### config.mk
export PLATFORM = sky130hd
export DESIGN_NAME = score_tracker
export DESIGN_NICKNAME = d
export VERILOG_FILES = /design/src/rtl/score_tracker.sv
export SDC_FILE = /design/constraint.sdc
export NUM_CORES = 1
export LEC_CHECK = 0
export BUFFER_PORTS_ARGS = -buffer_cell sky130_fd_sc_hd__buf_2
export CAP_MARGIN = 40
export CORE_ASPECT_RATIO = 0.9
export CORE_MARGIN = 3
export CORE_UTILIZATION = 56
export CTS_CLUSTER_SIZE = 12
export DETAILED_ROUTE_END_ITERATION = 10
export GPL_ROUTABILITY_DRIVEN = 0
export MAX_ROUTING_LAYER = met4
export PLACE_DENSITY = 0.77
export SLEW_MARGIN = 10
export SYNTH_ARGS = -nofsm -noshare
export SYNTH_HDL_FRONTEND = slang
export SYNTH_SLANG_ARGS = --single-unit
### constraint.sdc
create_clock -name clk -period 4.2 [get_ports clk]
set_input_delay 0.42 -clock clk [delete_from_list [all_inputs] [get_ports clk]]
set_output_delay 0.42 -clock clk [all_outputs]
set_load 0.03 [all_outputs]
### src/rtl/score_tracker.sv
// score_tracker
//   Answer-checking and scoring stage that sits between the pattern memory
//   and the 7-segment display driver.
//   - Debounces the active-low "submit" pushbutton and produces one press
//     pulse per debounced press.
//   - On each accepted press, latches `exist` and counts the answer as
//     correct or wrong. Both counters saturate at CNT_MAX.
//   - Recomputes percent-correct with a 14-cycle restoring divider.
//
// Optional build macro:
//   PERCENT_ROUND_EN  defined   -> percent is rounded half-up.
//                     undefined -> percent is truncated (floor).
//   Latency is the same in both builds.
//
// Ports:
//   clk          system clock
//   resetn       asynchronous reset, active HIGH despite its name
//   game_start   one-cycle pulse; clears all scores and aborts any update
//   submit_n     raw pushbutton, active-low, asynchronous to clk
//   exist        1 = current switch pattern matches the stored sequence
//   correct_cnt  number of correct answers, 0..CNT_MAX
//   wrong_cnt    number of wrong answers, 0..CNT_MAX
//   percent      100*correct/(correct+wrong), 0..100
//   busy         high while an update is in progress; presses are dropped
//   score_valid  one-cycle pulse when all three scores have been refreshed
module score_tracker #(
  parameter int CNT_W           = 7,
  parameter int CNT_MAX         = 99,
  parameter int DEBOUNCE_CYCLES = 50000
) (
  input  logic             clk,
  input  logic             resetn,
  input  logic             game_start,
  input  logic             submit_n,
  input  logic             exist,
  output logic [CNT_W-1:0] correct_cnt,
  output logic [CNT_W-1:0] wrong_cnt,
  output logic [CNT_W-1:0] percent,
  output logic             busy,
  output logic             score_valid
);

  // Divider width: the largest numerator is 99*100 + 99 = 9999 < 2^14.
  localparam int DIV_W  = 14;
  // Denominator width: the largest denominator is 99 + 99 = 198.
  localparam int DEN_W  = 8;
  localparam int REM_W  = DEN_W + 1;
  localparam int STEP_W = 4;
  localparam int DB_W   = (DEBOUNCE_CYCLES > 1) ? $clog2(DEBOUNCE_CYCLES) : 1;

  typedef enum logic [1:0] {
    IDLE   = 2'd0,
    UPDATE = 2'd1,
    DIV    = 2'd2,
    DONE   = 2'd3
  } state_t;

  // Input synchronizer and debouncer state.
  logic            sync1_q, sync1_d;
  logic            sync2_q, sync2_d;
  logic            deb_q, deb_d;
  logic [DB_W-1:0] db_cnt_q, db_cnt_d;
  logic            press;

  // Scoring FSM and divider state.
  state_t           state_q, state_d;
  logic             exist_q, exist_d;
  logic [CNT_W-1:0] correct_q, correct_d;
  logic [CNT_W-1:0] wrong_q, wrong_d;
  logic [CNT_W-1:0] percent_q, percent_d;
  logic [DIV_W-1:0] quo_q, quo_d;
  logic [DEN_W-1:0] rem_q, rem_d;
  logic [DEN_W-1:0] den_q, den_d;
  logic [STEP_W-1:0] step_q, step_d;

  // Combinational helper signals.
  logic [CNT_W-1:0] correct_inc, wrong_inc;
  logic [CNT_W-1:0] new_correct, new_wrong;
  logic [DEN_W-1:0] den_new;
  logic [DIV_W-1:0] num_new;
  logic [REM_W-1:0] rem_shift;
  logic             rem_ge;
  logic [DEN_W-1:0] rem_next;
  logic [DIV_W-1:0] quo_next;

  // Debouncer.
  // The debounced level follows the synchronized input only after
  // DEBOUNCE_CYCLES consecutive cycles of disagreement. Any agreeing cycle
  // restarts the count, so a short glitch has no effect.
  // The press pulse is raised in the same cycle the level commits from 1 to 0.
  always_comb begin
    sync1_d  = submit_n;
    sync2_d  = sync1_q;
    deb_d    = deb_q;
    db_cnt_d = '0;
    press    = 1'b0;
    if (sync2_q != deb_q) begin
      if (db_cnt_q == DB_W'(DEBOUNCE_CYCLES - 1)) begin
        deb_d = sync2_q;
        press = deb_q;
      end else begin
        db_cnt_d = db_cnt_q + DB_W'(1);
      end
    end
  end

  // Saturating increments and divider operands.
  // The operands are formed from the post-increment counts so that percent
  // always reflects the answer that was just scored.
  always_comb begin
    correct_inc = (correct_q == CNT_W'(CNT_MAX)) ? correct_q : correct_q + CNT_W'(1);
    wrong_inc   = (wrong_q == CNT_W'(CNT_MAX)) ? wrong_q : wrong_q + CNT_W'(1);
    new_correct = exist_q ? correct_inc : correct_q;
    new_wrong   = exist_q ? wrong_q : wrong_inc;
    den_new     = DEN_W'(new_correct) + DEN_W'(new_wrong);
`ifdef PERCENT_ROUND_EN
    num_new     = DIV_W'(new_correct) * DIV_W'(100) + DIV_W'(den_new >> 1);
`else
    num_new     = DIV_W'(new_correct) * DIV_W'(100);
`endif
  end

  // One restoring-division step.
  // The numerator is shifted out of the top of quo_q while quotient bits
  // are shifted in at the bottom, so after DIV_W steps quo_q holds the
  // quotient. The remainder always stays below den, so it fits in DEN_W bits.
  always_comb begin
    rem_shift = {rem_q, quo_q[DIV_W-1]};
    rem_ge    = (rem_shift >= {1'b0, den_q});
    rem_next  = rem_ge ? DEN_W'(rem_shift - {1'b0, den_q}) : rem_shift[DEN_W-1:0];
    quo_next  = {quo_q[DIV_W-2:0], rem_ge};
  end

  // Scoring FSM: next state and outputs.
  // percent is loaded on the edge that enters DONE, so the refreshed value
  // is visible during the same cycle as the score_valid pulse.
  // game_start overrides every state, which also aborts a divide in flight.
  always_comb begin
    state_d     = state_q;
    exist_d     = exist_q;
    correct_d   = correct_q;
    wrong_d     = wrong_q;
    percent_d   = percent_q;
    quo_d       = quo_q;
    rem_d       = rem_q;
    den_d       = den_q;
    step_d      = step_q;
    score_valid = 1'b0;
    busy        = (state_q != IDLE);

    case (state_q)
      IDLE: begin
        if (press) begin
          exist_d = exist;
          state_d = UPDATE;
        end
      end
      UPDATE: begin
        correct_d = new_correct;
        wrong_d   = new_wrong;
        quo_d     = num_new;
        rem_d     = '0;
        den_d     = den_new;
        step_d    = '0;
        state_d   = DIV;
      end
      DIV: begin
        quo_d  = quo_next;
        rem_d  = rem_next;
        step_d = step_q + STEP_W'(1);
        if (step_q == STEP_W'(DIV_W - 1)) begin
          percent_d = (den_q == '0) ? '0 : CNT_W'(quo_next);
          state_d   = DONE;
        end
      end
      DONE: begin
        score_valid = 1'b1;
        state_d     = IDLE;
      end
      default: begin
        state_d = IDLE;
      end
    endcase

    if (game_start) begin
      state_d   = IDLE;
      correct_d = '0;
      wrong_d   = '0;
      percent_d = '0;
    end
  end

  // State registers.
  // The synchronizer and the debounced level reset to 1 (button released),
  // so leaving reset never creates a spurious press.
  always_ff @(posedge clk or posedge resetn) begin
    if (resetn) begin
      sync1_q   <= 1'b1;
      sync2_q   <= 1'b1;
      deb_q     <= 1'b1;
      db_cnt_q  <= '0;
      state_q   <= IDLE;
      exist_q   <= 1'b0;
      correct_q <= '0;
      wrong_q   <= '0;
      percent_q <= '0;
      quo_q     <= '0;
      rem_q     <= '0;
      den_q     <= '0;
      step_q    <= '0;
    end else begin
      sync1_q   <= sync1_d;
      sync2_q   <= sync2_d;
      deb_q     <= deb_d;
      db_cnt_q  <= db_cnt_d;
      state_q   <= state_d;
      exist_q   <= exist_d;
      correct_q <= correct_d;
      wrong_q   <= wrong_d;
      percent_q <= percent_d;
      quo_q     <= quo_d;
      rem_q     <= rem_d;
      den_q     <= den_d;
      step_q    <= step_d;
    end
  end

  assign correct_cnt = correct_q;
  assign wrong_cnt   = wrong_q;
  assign percent     = percent_q;

endmodule

==> out/metrics.yaml, run 1 <==
power_mw: 2.413
cp_data_required_time_ns: 4.49
synth_edf_count: 0
grt_use_total_pct: 22.28
r2r-start: "correct_cnt[3]"
grt_max_degree: 59
worst-path-buf-inv: 3
maxSlewHeadroom_pct: 50.00
crit_chain: "and4bb_1 -> nand3b_1 -> nand2_1 -> mux2i_2 -> inv_2 -> ha_1 -> ha_1 -> inv_1 -> fa_1 -> inv_1 -> ha_1 -> nor2b_1 -> o21ai_1 -> a21boi_0 -> o21a_1 -> or4_1 -> nand3_1"
yosys_warnings: 0
vias: 3888
drv_cap: 0
p_per_area_nw_per_um2: 440.3
cts_tree: "built"
start_util_pct: 59.47
final_nets: 613
ir_drop_mv: 0.2401
cp-end-kind: "flip-flop"
cts-htree-levels: 3
drive_above_1_share_pct: 13.57
crit_fanout: 7
p_leak_nw: 2.655
critPathLaunch: "correct_cnt[3]"
nFillCells: 674
worstMarginPinSlew_ns: 0.7500
period_minus_slack_ns: 4.053
num_rows: 31
yosys_most_used_dff: "dfrtp_1"
numPortBuffers: 27
synthArstFlopShare_pct: 100.0
drt_drc_violations_left: 0
syn_inst: 524
drt-initial-drc-count: 231
synthesis.area_um2: 4960
cts-root-buf: "clkbuf_8"
crit_type: "reg2reg"
vias_per_cell: 5.760
drv_slew: 0
insertion_delay_ns: 0.35
pin_count: 28
synth_top_area_share_pct: 37.34
hold_viol_final: 0
area_growth_pct: 10.49
grt_pass1_vias: 3846
numCtsBuffers: 9
die_h_um: 95.28
avgSynthCellArea_um2: 9.465
die_area_um2: 10020
crit_path_frequent_cell: "ha_1"
synth-seq-cells: 77
synthDistinctLibCells: 64
fmax_mhz: 246.7
fin_crit_sh_pct: 96.51
cts_sinks: 77
clk_path_buf_depth: 2
setup_viol: 0
hpwl_mm: 7.586
crit_path_top_delay_cell: "fa_1"
diodes: 0
critical_path.max_stage_delay_ns: 0.51
grt_setup_unrepaired: "no"
syn_nets: 582
synth_area_leaders: "dfrtp_1 37%, ha_1 12%, xor2_1 5.5%"
outcome: "complete, no violations"
synth_top_area_cell: "dfrtp_1"
antenna_found_initial: 0
fin_tns_setup_ns: 0
routedWlPerCell_um: 15.52
coreArea_um2: 8339
crit_arrival_ns: 4.34
grt_pass1_wl_mm: 17.60
fp.dieW_um: 105.2
cp-start-kind: "flip-flop"
post-route-util_pct: 65.72
clk_pin_slew_worst_paths_ns: 0.08
ant_nets: 0
ys_seq_area_share_pct: 38.93
hp-class: "in2async"
dr.pass1.iters: 5
finClkSkew_ns: 0.009218
grt.overflow.total: 0
finalWirelength_mm: 10.48
cpLargestDelayFamily: "adder cells"
## area by class of cell
class,count,area (um2),area share [%]
flip-flops and latches,77,1933,35.27
multi-input cells,384,2794,50.98
clock buffers,11,131.4,2.397
well taps,115,143.9,2.626
inverters,43,161.4,2.945
clock inverters,5,83.83,1.530
repair buffers,40,232.7,4.247
## report_power, final
group	switching [mW]	internal, mW	leakage, nW
Clock	0.283	0.337	0.100
Combinational	0.503	0.355	1.53
Sequential	0.0900	0.844	1.03
## what timing repair did
action	CTS	global route
endpoints found under the setup margin	0	2
hold buffers	0	0
buffers inserted	0	2
gates resized for setup	0	5
## through the flow
stage,cells,cell area (um2),hold slack (ns),setup WS (ns)
after floorplan,524,4960,0.3452,0.08475
after global placement,657,5236,0.3468,0.3674
after detailed placement,657,5236,0.3507,0.1330
after CTS,673,5451,0.06900,0.07553
after global routing,675,5480,0.08945,0.001255
final,675,5480,0.05283,0.1467
## state kept, by name (all words and copies together), names as in the netlist, 2 cells and up
register     count
wrong_cnt        7
den_q            8
step_q           4
correct_cnt      7
percent          7
state_q          2
db_cnt_q        16
quo_q           14
rem_q            8
## layer usage
layer	up-vias	GRT usage [%]	routed length (um)
met5	-	-	0
met4	0	8.087	234
met3	18	3.927	286
met2	62	37.31	5187
met1	1906	27.40	4770
li1	1902	-	-
## cell usage in the layout (no fill, tap or decap), types with 8 or more instances in the layout
cell type / n
xnor2_1: 11
xor2_1: 31
clkbuf_8: 9
o21ai_0: 18
mux2i_1: 11
nor2_1: 59
inv_1: 41
buf_2: 27
nor3_1: 8
dfrtp_1: 72
o22ai_1: 8
nand4_1: 9
and3_1: 10
o21a_1: 8
nand2_1: 31
buf_4: 13
ha_1: 49
a21oi_1: 22
nand3_1: 16
## path summary, 6_finish.rpt
kind / end / slack [ns] / cells after the start
worst max-delay path: quo_q[12] / 0.15 / 17
worst min-delay path: rem_q[7] / 0.05 / 2
worst max register to register: quo_q[12] / 0.15 / 17
worst min register to register: sync2_q / 0.36 / 0
max in group asynchronous: correct_cnt[4] / 3.00 / 3
min in group clk: sync1_q / 0.17 / 1
## logic make-up after synthesis
family	count (synthesis)	share of synthesized area [%]
xor+xnor	42	7.417
compound gates	99	13.09
buf+inv	63	4.970
mux	19	4.011
flops	77	38.93
simple gates	170	17.38
fa+ha+maj	54	14.20
## synthesized netlist by cell type, types with 9 or more instances
cell / number
ha_1: 49
a21oi_1: 22
nor2_1: 59
clkbuf_1: 14
mux2i_1: 12
nand4_1: 9
and3_1: 10
o21ai_0: 18
nand3_1: 16
dfrtp_1: 74
xor2_1: 31
nand2_1: 31
inv_1: 43
xnor2_1: 11
Power figures use the tool's default switching activity.
==> run 2: changes to the inputs <==
--- a/config.mk
+++ b/config.mk
@@ -9,12 +9,12 @@
 export CAP_MARGIN = 40
 export CORE_ASPECT_RATIO = 0.9
 export CORE_MARGIN = 3
-export CORE_UTILIZATION = 56
+export CORE_UTILIZATION = 60
 export CTS_CLUSTER_SIZE = 12
 export DETAILED_ROUTE_END_ITERATION = 10
 export GPL_ROUTABILITY_DRIVEN = 0
 export MAX_ROUTING_LAYER = met4
-export PLACE_DENSITY = 0.77
+export PLACE_DENSITY = 0.79
 export SLEW_MARGIN = 10
 export SYNTH_ARGS = -nofsm -noshare
 export SYNTH_HDL_FRONTEND = slang
==> constraint.sdc (replaced) <==
create_clock -name clk -period 4 [get_ports clk]
set_input_delay 0.4 -clock clk [delete_from_list [all_inputs] [get_ports clk]]
set_output_delay 0.4 -clock clk [all_outputs]
set_load 0.03 [all_outputs]
==> run 2 against run 1 <==
- routed wire length increased by 2.8%
- combinational power rose by 7.3%
- design area grew 1.5%
- die area down 6.3%
- global-route usage grew 2.1 points
- largest cell class unchanged
- critical path depth down 1
- largest power group unchanged
- sequential cell count unchanged
- setup slack got worse by 0.014 ns
==> out/metrics.yaml, run 2 (same netlist as run 1, synthesis figures left out) <==
outcome: "complete, no violations"
ant_nets: 0  # unchanged
largest_registers: "db_cnt_q x16, quo_q x14"
routedWlPerCell_um: 16.33  # +5.2%
crit_type: "reg2reg"
finClkSkew_ns: 0.009204  # -0.00001355 ns
drt_drc_violations_left: 0  # unchanged
p_int_mw: 1.700  # +11%
hold-worst-slack_ns: 0.09488  # +0.04205 ns
grt_pass1_vias: 3869  # +0.60%
final_common_cell: "dfrtp_1"
cts-htree-levels: 3  # unchanged
regMostFlops: "db_cnt_q"
hp-class: "in2async"
finalWirelength_mm: 10.78  # +2.8%
rrSetupSlack_ns: 0.13  # about the same
vias_per_cell: 5.974  # +3.7%
ir_drop_mv: 0.2515  # +4.8%
p_per_area_nw_per_um2: 474.7  # +7.8%
start_util_pct: 63.83  # +4.4 points
hold_viol_final: 0  # unchanged
mostFrequentLayoutCells: "70 x dfrtp_1, 59 x nor2_1, 48 x ha_1"
p_leak_nw: 2.705  # +1.9%
grt_pass1_wl_mm: 17.89  # +1.6%
num_rows: 30  # -3.2%
crit_fanout: 2  # -5
diodes: 0  # unchanged
antenna_found_initial: 0  # unchanged
largest_reg_flops: 16  # unchanged
nFillCells: 575  # -15%
pwr-share-clk_pct: 27.8  # +2.1 points
period_minus_slack_ns: 3.868  # -0.1857 ns
cts_sinks: 77  # unchanged
p_switching_mw: 0.9412  # +7.4%
pin_count: 28  # unchanged
fin_crit_sh_pct: 96.69  # +0.18 points
clk_pin_slew_worst_paths_ns: 0.09  # about the same
grt_max_degree: 38  # -36%
drv_cap: 0  # unchanged
hpwl_mm: 7.543  # -0.56%
grt_use_total_pct: 24.34  # +2.1 points
fp.dieW_um: 101.8  # -3.2%
die_area_um2: 9395  # -6.3%
grt.overflow.total: 0  # unchanged
reg2reg_to: "quo_q[13]"
insertion_delay_ns: 0.35  # about the same
critPathLaunch: "correct_cnt[4]"
final_nets: 618  # +0.82%
numCtsBuffers: 9  # unchanged
r2r-start: "correct_cnt[4]"
coreArea_um2: 7770  # -6.8%
p_seq_share_pct: 37.3  # -1.4 points
drv_slew: 0  # unchanged
vias: 3943  # +1.4%
clk_path_buf_depth: 2  # unchanged
cp_data_required_time_ns: 4.23  # -0.26 ns
worstMarginPinSlew_ns: 0.6534  # -0.09655 ns
ff2ff_path_depth: 16  # -1
pwr-share-comb_pct: 34.9  # -0.7 points
area_growth_pct: 12.16
drt-initial-drc-count: 226  # -2.2%
die_h_um: 92.26  # -3.2%
maxSlewHeadroom_pct: 56.44  # +6.4 points
cp-end-kind: "flip-flop"
drive_above_1_share_pct: 15.25  # +1.7 points
numPortBuffers: 27  # unchanged
power_mw: 2.641  # +9.4%
cts_tree: "built"
setup_viol: 0  # unchanged
dr.pass1.iters: 6  # +1
crit_arrival_ns: 4.10  # -0.24 ns
cp-start-kind: "flip-flop"
fmax_mhz: 258.6  # +4.8%
cts-root-buf: "clkbuf_8"
swShare_pct: 35.64  # -0.67 points
run 2: changes by cell type in the layout (fill, tap and decap cells not counted), moves of 2 or more:
cell and change:
clkinvlp_4 -2, dfrtp_2 +2, clkbuf_1 -2, buf_4 +4
dfrtp_1 -2
run 2: routing by layer:
metal,vias to the layer above,part of all wire (%),track usage [%]
li1,1912,-,-
met3,21,3.3,4.867
met1,1929,44,31.36
met4,0,1.9,6.448
met2,81,50,39.38
met5,-,0,-
run 2: worst max path at each step:
| stage | end | slack [ns] | cells past startpoint |
|---|---|---|---|
| after floorplan | quo_q[12] | 0.03 | 18 |
| after detailed placement | quo_q[12] | 0.09 | 17 |
| after CTS | quo_q[12] | 0.04 | 17 |
| final | quo_q[13] | 0.13 | 16 |
| after global routing | quo_q[13] | -0.07 | 16 |
| after global placement | quo_q[12] | 0.24 | 17 |
run 2: cell type report:
type                    instances  area [um2]  share of cell area (%)
flip-flops and latches         77        1936                   34.80
well taps                      96       120.1                   2.159
inverters                      43       161.4                   2.901
multi-input cells             384        2818                   50.65
clock inverters                 5       107.6                   1.934
repair buffers                 45       282.8                   5.083
clock buffers                  10       137.6                   2.474
run 2: power groups by stage:
stage	Sequential, mW	Combinational, mW	Clock, mW
5_1_grt	0.998	1.03	0.775
4_1_cts	0.982	0.900	0.747
6_report	0.985	0.921	0.735
3_3_place_gp	0.992	0.859	0
3_5_place_dp	0.996	0.884	0
2_1_floorplan	0.999	0.672	0
run 2: timing repair:
action	4_1_cts	5_1_grt
endpoints found under the setup margin	0	2
buffers inserted	0	2
hold buffers	0	0
resized for setup	0	7
run 2: worst max-delay path: stages, from the launching register on:
cell      delay, ns
dfrtp_2        0.40
and4bb_1       0.30
nand3b_1       0.13
nand2_2        0.13
mux2i_4        0.25
inv_2          0.06
buf_4          0.14
ha_1           0.18
ha_1           0.27
ha_1           0.29
ha_1           0.30
a21o_1         0.18
a21oi_1        0.26
o21ai_0        0.22
o41ai_2        0.29
mux2i_1        0.23
o211ai_1       0.10
run 2: metrics by stage:
| step | cell area, um2 | utilization, % | worst slack (ns) | setup TNS (ns) | std cells |
|---|---|---|---|---|---|
| floorplan | 4976 | - | 0.02639 | 0 | 524 |
| global placement | 5259 | 67.68 | 0.2388 | 0 | 642 |
| detailed placement | 5279 | 67.94 | 0.08532 | 0 | 643 |
| CTS | 5524 | 71.10 | 0.04152 | 0 | 658 |
| global route | 5563 | 71.59 | -0.07281 | -0.07281 | 660 |
| finish | 5563 | 71.59 | 0.1323 | 0 | 660 |
